--- src/rtl/mem_store_unit.sv ---
// mem_store_unit: store queue, MMIO decode and byte-enabled writes to the CPU
// BRAM, the buffer BRAM or the output register.
// Optional feature macro: STORE_FAULT_EN. It adds the st_fault pulse and the
// fault_addr capture for dropped stores. Without it both outputs are tied to 0.
// Lane k of a BRAM word is din[8k+7:8k], which holds byte address offset k.
// A register value is big-endian, so a word store byte-swaps into the lanes.
module mem_store_unit #(
  parameter int          DEPTH            = 4,
  parameter int          ADDR_W           = 21,
  parameter logic [31:0] CPU_BRAM_START   = 32'h0000_0000,
  parameter logic [31:0] CPU_BRAM_END     = 32'h007F_FF00,
  parameter logic [31:0] BUF_BRAM_START   = 32'h0100_0000,
  parameter logic [31:0] BUF_BRAM_END     = 32'h013F_FF00,
  parameter logic [31:0] WRITE_REG_OUTPUT = 32'h0200_0100
) (
  input  logic              clk,
  input  logic              reset,
  input  logic              st_valid,
  output logic              st_ready,
  input  logic [31:0]       st_addr,
  input  logic [31:0]       st_data,
  input  logic [1:0]        st_size,
  input  logic              buf_wr_ready,
  output logic [3:0]        cpu_we,
  output logic [ADDR_W-1:0] cpu_addr,
  output logic [31:0]       cpu_din,
  output logic [3:0]        buf_we,
  output logic [ADDR_W-1:0] buf_addr,
  output logic [31:0]       buf_din,
  output logic [31:0]       out_reg,
  output logic              st_empty,
  output logic              st_fault,
  output logic [31:0]       fault_addr
);

  localparam int PW = $clog2(DEPTH);
  localparam int CW = PW + 1;

  typedef struct packed {
    logic [31:0] addr;
    logic [31:0] data;
    logic [1:0]  size;
  } st_req_t;

  st_req_t           q_mem [DEPTH];
  logic [PW-1:0]     rd_ptr_q, wr_ptr_q;
  logic [CW-1:0]     count_q, count_d;
  logic              busy_q;
  logic [3:0]        cpu_we_q, buf_we_q;
  logic [ADDR_W-1:0] cpu_addr_q, buf_addr_q;
  logic [31:0]       cpu_din_q, buf_din_q, out_reg_q;

  st_req_t     in_req, head;
  logic        push, head_vld, go, enq, deq;
  logic [1:0]  off;
  logic [3:0]  lane_we;
  logic [31:0] lane_din;
  logic        align_ok, hit_cpu, hit_buf, hit_out;
  logic        tgt_cpu, tgt_buf, tgt_out;
  logic [31:0] cpu_off, buf_off;

  assign in_req   = '{addr: st_addr, data: st_data, size: st_size};
  assign st_ready = (count_q != CW'(DEPTH));
  assign push     = st_valid && st_ready && !reset;
  // Nothing queued, nothing just written, and nothing arriving this cycle.
  assign st_empty = (count_q == '0) && !busy_q && !push;

  // Head selection, lane placement, region decode and pop decision.
  // An empty queue lets the incoming request act as head, which gives the
  // one-cycle push-to-strobe latency.
  always_comb begin
    head     = (count_q != '0) ? q_mem[rd_ptr_q] : in_req;
    head_vld = (count_q != '0) || push;
    off      = head.addr[1:0];
    lane_we  = 4'b0000;
    lane_din = 32'h0;
    align_ok = 1'b0;
    case (head.size)
      2'b00: begin
        align_ok = 1'b1;
        lane_we  = 4'b0001 << off;
        lane_din = {24'h0, head.data[7:0]} << {off, 3'b000};
      end
      2'b01: if (!off[0]) begin
        align_ok = 1'b1;
        if (off[1]) begin
          lane_we  = 4'b1100;
          lane_din = {head.data[7:0], head.data[15:8], 16'h0};
        end else begin
          lane_we  = 4'b0011;
          lane_din = {16'h0, head.data[7:0], head.data[15:8]};
        end
      end
      2'b10: if (off == 2'b00) begin
        align_ok = 1'b1;
        lane_we  = 4'b1111;
        lane_din = {head.data[7:0], head.data[15:8], head.data[23:16], head.data[31:24]};
      end
      default: ;
    endcase
    // Single unsigned compare on the offset covers both region bounds.
    cpu_off = head.addr - CPU_BRAM_START;
    buf_off = head.addr - BUF_BRAM_START;
    hit_cpu = cpu_off <= (CPU_BRAM_END - CPU_BRAM_START);
    hit_buf = buf_off <= (BUF_BRAM_END - BUF_BRAM_START);
    hit_out = (head.addr & ~32'h3) == WRITE_REG_OUTPUT;
    tgt_cpu = align_ok && hit_cpu;
    tgt_buf = align_ok && !hit_cpu && hit_buf;
    tgt_out = align_ok && !hit_cpu && !hit_buf && hit_out;
    // Only a buffer write without a grant stalls the head; drops always pop.
    go      = head_vld && !(tgt_buf && !buf_wr_ready);
    enq     = push && !((count_q == '0) && go);
    deq     = go && (count_q != '0);
    count_d = count_q + CW'(enq) - CW'(deq);
  end

  // Queue storage; pointers guard validity so no reset is needed here.
  always_ff @(posedge clk) begin
    if (enq) q_mem[wr_ptr_q] <= in_req;
  end

  // Queue pointers, registered write strobes and the output register.
  always_ff @(posedge clk) begin
    if (reset) begin
      rd_ptr_q   <= '0;
      wr_ptr_q   <= '0;
      count_q    <= '0;
      busy_q     <= 1'b0;
      cpu_we_q   <= 4'b0;
      cpu_addr_q <= '0;
      cpu_din_q  <= '0;
      buf_we_q   <= 4'b0;
      buf_addr_q <= '0;
      buf_din_q  <= '0;
      out_reg_q  <= '0;
    end else begin
      if (enq) wr_ptr_q <= wr_ptr_q + PW'(1);
      if (deq) rd_ptr_q <= rd_ptr_q + PW'(1);
      count_q  <= count_d;
      busy_q   <= go;
      cpu_we_q <= (go && tgt_cpu) ? lane_we : 4'b0;
      buf_we_q <= (go && tgt_buf) ? lane_we : 4'b0;
      if (go && tgt_cpu) begin
        cpu_addr_q <= cpu_off[ADDR_W+1:2];
        cpu_din_q  <= lane_din;
      end
      if (go && tgt_buf) begin
        buf_addr_q <= buf_off[ADDR_W+1:2];
        buf_din_q  <= lane_din;
      end
      // Lane k maps to register byte 31-8k so a word store reads back unchanged.
      for (int k = 0; k < 4; k++)
        if (go && tgt_out && lane_we[k])
          out_reg_q[31-8*k -: 8] <= lane_din[8*k +: 8];
    end
  end

  assign cpu_we   = cpu_we_q;
  assign cpu_addr = cpu_addr_q;
  assign cpu_din  = cpu_din_q;
  assign buf_we   = buf_we_q;
  assign buf_addr = buf_addr_q;
  assign buf_din  = buf_din_q;
  assign out_reg  = out_reg_q;

`ifdef STORE_FAULT_EN
  logic        st_fault_q;
  logic [31:0] fault_addr_q;

  // Pulse and capture the address when a popped store targets nothing.
  always_ff @(posedge clk) begin
    if (reset) begin
      st_fault_q   <= 1'b0;
      fault_addr_q <= '0;
    end else begin
      st_fault_q <= go && !(tgt_cpu || tgt_buf || tgt_out);
      if (go && !(tgt_cpu || tgt_buf || tgt_out)) fault_addr_q <= head.addr;
    end
  end

  assign st_fault   = st_fault_q;
  assign fault_addr = fault_addr_q;
`else
  assign st_fault   = 1'b0;
  assign fault_addr = 32'h0;
`endif

endmodule

--- config.mk ---
export PLATFORM = sky130hd
export DESIGN_NAME = mem_store_unit
export DESIGN_NICKNAME = d
export VERILOG_FILES = /design/src/rtl/mem_store_unit.sv
export SDC_FILE = /design/constraint.sdc
export NUM_CORES = 1
export LEC_CHECK = 0
export BUFFER_PORTS_ARGS = -buffer_cell sky130_fd_sc_hd__buf_4
export CORE_ASPECT_RATIO = 0.6
export CORE_UTILIZATION = 45
export CTS_CLUSTER_SIZE = 24
export DETAILED_ROUTE_END_ITERATION = 7
export PLACE_DENSITY = 0.66
export SYNTH_ARGS = -nofsm -noshare
export SYNTH_HDL_FRONTEND = slang
export SYNTH_SLANG_ARGS = --single-unit
--- constraint.sdc ---
create_clock -name clk -period 11.3 [get_ports clk]
set_clock_uncertainty 0.2 [all_clocks]
set_input_delay 0.565 -clock clk [delete_from_list [all_inputs] [get_ports clk]]
set_output_delay 0.565 -clock clk [all_outputs]
set_load 0.05 [all_outputs]
After elaboration in Yosys (flattened, before gate mapping)
Memories as Yosys holds them, arrays and structs flattened. A register that Yosys moved wholly into a read port is not among the register bits.
Index checks and enable logic that the tools add are counted.
{"block": "word_totals", "mem_bits_rw": 264, "mem_count": 1, "inputBits": 70, "regBits": 154}
{"block": "op_classes", "eq_ne": 4, "n_shift": 2, "add_sub_neg": 5, "bitwise": 2, "reduce_logical": 36, "n_mux": 16, "n_lt_le_gt_ge": 2}
{"memory": "q_mem", "words": 4, "width": 66, "rd": 1, "rd_ports_with_merged_regs": 1, "wr": 1, "line_no": "45", "source": "st_req_t q_mem [DEPTH];"}
{"op": "$mux W32", "n": 3}
{"op": "$pmux W32 S3", "n": 1}
{"op": "$mux W66", "n": 1}
{"op": "$le A32 B22 Y1 const B", "n": 1}
{"op": "$le A32 B23 Y1 const B", "n": 1}
{"op": "$shl A8 B5 Y32", "n": 1}
{"op": "$sub A32 B25 Y32 const B", "n": 1}
{"op": "$eq A30 B24 Y1 const B", "n": 1}
{"op": "$logic_and A1 B1 Y1", "n": 21}
{"op": "$mux W4", "n": 3}
{"op": "$pmux W4 S3", "n": 1}
{"op": "$logic_not A1 Y1", "n": 8}
{"op": "$add A2 B1 Y2 const B", "n": 2}
{"op": "$logic_not A2 Y1", "n": 2}
{"op": "$mux W1", "n": 4}
{"op": "$mux W2", "n": 2}
{"op": "$reduce_or A2 Y1", "n": 2}
{"op": "$shl A1 B2 Y4 const A", "n": 1}
{"op": "$add A3 B1 Y3", "n": 1}
{"op": "$logic_not A3 Y1", "n": 1}
{"op": "$ne A3 B3 Y1 const B", "n": 1}
{"op": "$pmux W1 S3", "n": 1}
{"op": "$reduce_bool A3 Y1", "n": 1}
{"op": "$sub A3 B1 Y3", "n": 1}
{"op": "other kinds (4)", "n": 5}

Logic depth before layout (Yosys ltp)
{"block": "depth", "word_depth": 15, "depth_mapped": 18}

Least setup slack after synthesis
Ideal clock, no wire load.
{"block": "synth_timing", "kind": "register to register", "start": "reg (tool-made name)", "end": "mem q_mem[0][0] (netlist name), enable pin", "n_path_buf": 2, "path_stages_with_launch": 9, "required_ns": 10.669, "setup_slack_ns": 6.626, "arrival_ns": 4.043, "setup_ns": 0.431, "synth_period_minus_slack_ns": 4.674, "path_cell_list": "dfxtp_1 -> buf_4 -> mux4_2 -> mux2i_1 -> nand2_1 -> clkbuf_1 -> o211a_1 -> o31ai_1 -> and3_1"}
{"element": "end, declared", "line_no": "45"}

==> flow_summary.ini <==
[run_status]
status = complete, no violations

[sta]
timing.fmax_ghz = 0.1740
relSlewSlack_pct = 21.12
setup_violations = 0
fin_crit_sh_pct = 50.86
period_minus_slack_ns = 5.747
worst_pin_slew_ns = 1.150
finalHoldViolCount = 0
slew_violations = 0
setup_tns_ns = 0
grt_setup_unrepaired = no

[global_route]
grt_usage_pct = 22.61
antenna_found_initial = 0
grt_overflow = 0
grt_pass1_vias = 10660
grt_pass1_wl_um = 67720
grt_max_degree = 109

[worst_setup_path]
r2r_slack_ns = 5.55
cpMostUsedCell = buf_4
crit_path_end_kind = flop
slowest_stage = and3_2
r2r_cells = 8
path_class = reg2reg
crit_fanout = 43
cp.arrival_ns = 5.73
max_stage_delay_ns = 0.86
worstReg2RegEnd = q_mem[2][17]$_DFFE_PP_
critPathRequiredTime_ns = 11.28
path_cells = buf_4 -> mux4_2 -> mux2i_1 -> nand2_1 -> o211a_1 -> o31ai_1 -> and3_2 -> buf_4
critPathLaunchType = flop

[final_layout]
syn2layout_area_growth_pct = 18.42
final_common_cell = edfxtp_1
regMostFlops = q_mem
fin_util_pct = 54.42
largest_reg_flops = 264
layout-drive-gt1-share_pct = 26.69
fillers = 3148
layout_common_cells = 264 x edfxtp_1, 233 x buf_4, 154 x dfxtp_1
antenna_cells = 0
layoutNonFillerInstCount = 1993
multiInputGateArea_um2 = 5852
final-seq-area_um2 = 11060
final_nets = 1526

[route]
post_drt_wl_per_cell_um = 22.58
drc_errors = 0
firstDrtPassIters = 5
routed_via_density = 5.586
drtIter0Drc = 1074
vias = 11130
finalWirelength_um = 45000
ant_nets = 0

[flow_run]
maxCapViolations = 0

[clock_tree]
cts.sinks = 420
clkSlewWorstSetupHoldPaths_ns = 0.06
cts_tree = built
ctsHtreeMaxLevel = 2
clock_latency_ns = 0.55
ctsRootBufferMaster = clkbuf_16
clockBufferDepth = 3
ctsHoldBuffers = 0
post-cts-setup-buffer-count = 0
numCtsBuffers = 40
ctsResizeCount = 0

[pwr]
finalPower_uw = 4499
irDropWorstVdd_mv = 0.1525
leakage_uw = 0.007788
power_density_nw_per_um2 = 218.0

[synth]
ys.flop_type = edfxtp_1
synthSimpleGateAreaFrac_pct = 11.68
synth-compound-area-share_pct = 5.902
synth-seq-cells = 420
syn_inst = 1256
synth_edf_count = 264
synthXorXnorAreaFrac_pct = 0.2513
syn_area_um2 = 17430
syn_area_per_cell_um2 = 13.87
synth.area.mux_share_pct = 14.38
synthAdderAreaFrac_pct = 0.5457
synth_top_family_by_area = multiplexers
synth_async_sr_flop_share_pct = 0
ys_warn_count = 0
yosysSeqAreaShare_pct = 63.42
synth_cell_types = 64

[hold_path]
hold_path_depth = 1
hold_start = st_data[23]
holdPathEnd = q_mem[3][25]$_DFFE_PP_
hp-class = in2reg

[floorplanning]
fp.dieH_um = 154.4
fp-row-count = 55
initial_core_util_pct = 45.96
ioPinCount = 251
dieArea_um2 = 39540
core_area_um2 = 37920
die_w_um = 256.0

[place]
port-buffer-count = 217
hpwl_um = 30210
gp_congestion = 0.8772
place_inst = 1920
-- cells by family (layout without fill, tap and decap cells) --
family / Yosys count / in the layout
and+or+nand+nor: 367 / 367
AOI/OAI and AO/OA: 154 / 154
buffers and inverters: 129 / 321
other: 1 / 33
adders and majority gates: 7 / 7
muxes: 173 / 173
xor gates and xnor gates: 5 / 5
DFF: 420 / 420
-- cell type report --
cell class | count | area share [%]
clock inverter | 11 | 0.4790
clock buffer | 62 | 5.730
multi-input combinational | 739 | 28.36
sequential | 420 | 53.57
inverter | 15 | 0.2728
tap | 513 | 3.110
timing repair buffer | 233 | 8.476
-- worst max-delay path: cells and delay by family, from the launching register on --
family | cells | cell delay, ns
simple gates | 2 | 1.23
buf+inv | 2 | 1.34
compound gates | 2 | 0.88
mux | 2 | 1.05
flops | 1 | 0.62
-- metrics by stage --
stage / cell area (um^2) / setup slack (ns) / hold WS, ns
finish: 20640 / 5.553 / 0.02548
global route: 20640 / 5.146 / 0.002946
CTS: 20640 / 5.509 / 0.001832
detailed placement: 19350 / 5.517 / 0.2465
global placement: 19350 / 5.740 / 0.2414
floorplan: 17550 / 6.626 / 0.2837
-- Yosys cell counts (7+ instances only) --
library cell	number	share of area, %
dfxtp_1	156	18
inv_1	15	0.32
mux4_2	60	7.8
a21o_1	8	0.34
a21oi_1	16	0.46
nand3_1	25	0.72
a22oi_1	10	0.43
nor2_1	52	1.1
a211o_1	9	0.45
mux2i_1	94	5.4
edfxtp_1	264	45
nor3_1	15	0.43
or3_1	19	0.68
clkbuf_1	49	1.1
buf_4	36	1.6
o21ai_0	48	1.4
nor2b_1	26	0.93
mux2_2	19	1.2
nand2b_1	71	2.5
nor4_1	7	0.25
nand2_1	81	1.7
o22ai_1	7	0.25
o41ai_1	8	0.40
o211ai_1	12	0.52
a211oi_1	16	0.69
buf_2	23	0.66
nand3b_1	30	1.3
-- per-layer routing --
metal / global-route usage (%) / vias to the layer above / routed length, um
li1: - / 5037 / -
met1: 35.25 / 5569 / 21340
met2: 31.28 / 467 / 18880
met3: 5.474 / 60 / 3874
met4: 5.617 / 0 / 908
met5: 0 / - / 0
-- power by group --
| part | total (uW) | internal (uW) | leakage (uW) | switching [uW] |
|---|---|---|---|---|
| sequential | 1770 | 1710 | 0.00364 | 60.8 |
| combinational | 1400 | 494 | 0.00351 | 906 |
| clock | 1330 | 749 | 0.000632 | 577 |
| total | 4500 | 2960 | 0.00779 | 1540 |
-- worst max-delay path by stage --
| stage | end | slack [ns] | from | cells after the start |
|---|---|---|---|---|
| CTS | q_mem[2][3]$_DFFE_PP_ | 5.51 | flop | 8 |
| finish | q_mem[2][17]$_DFFE_PP_ | 5.55 | flop | 8 |
| detailed placement | q_mem[2][16]$_DFFE_PP_ | 5.52 | flop | 8 |
| global route | q_mem[2][3]$_DFFE_PP_ | 5.15 | flop | 8 |
| floorplan | q_mem[0][0]$_DFFE_PP_ | 6.63 | flop | 8 |
| global placement | q_mem[2][16]$_DFFE_PP_ | 5.74 | flop | 8 |
Power figures use the tool's default switching activity.
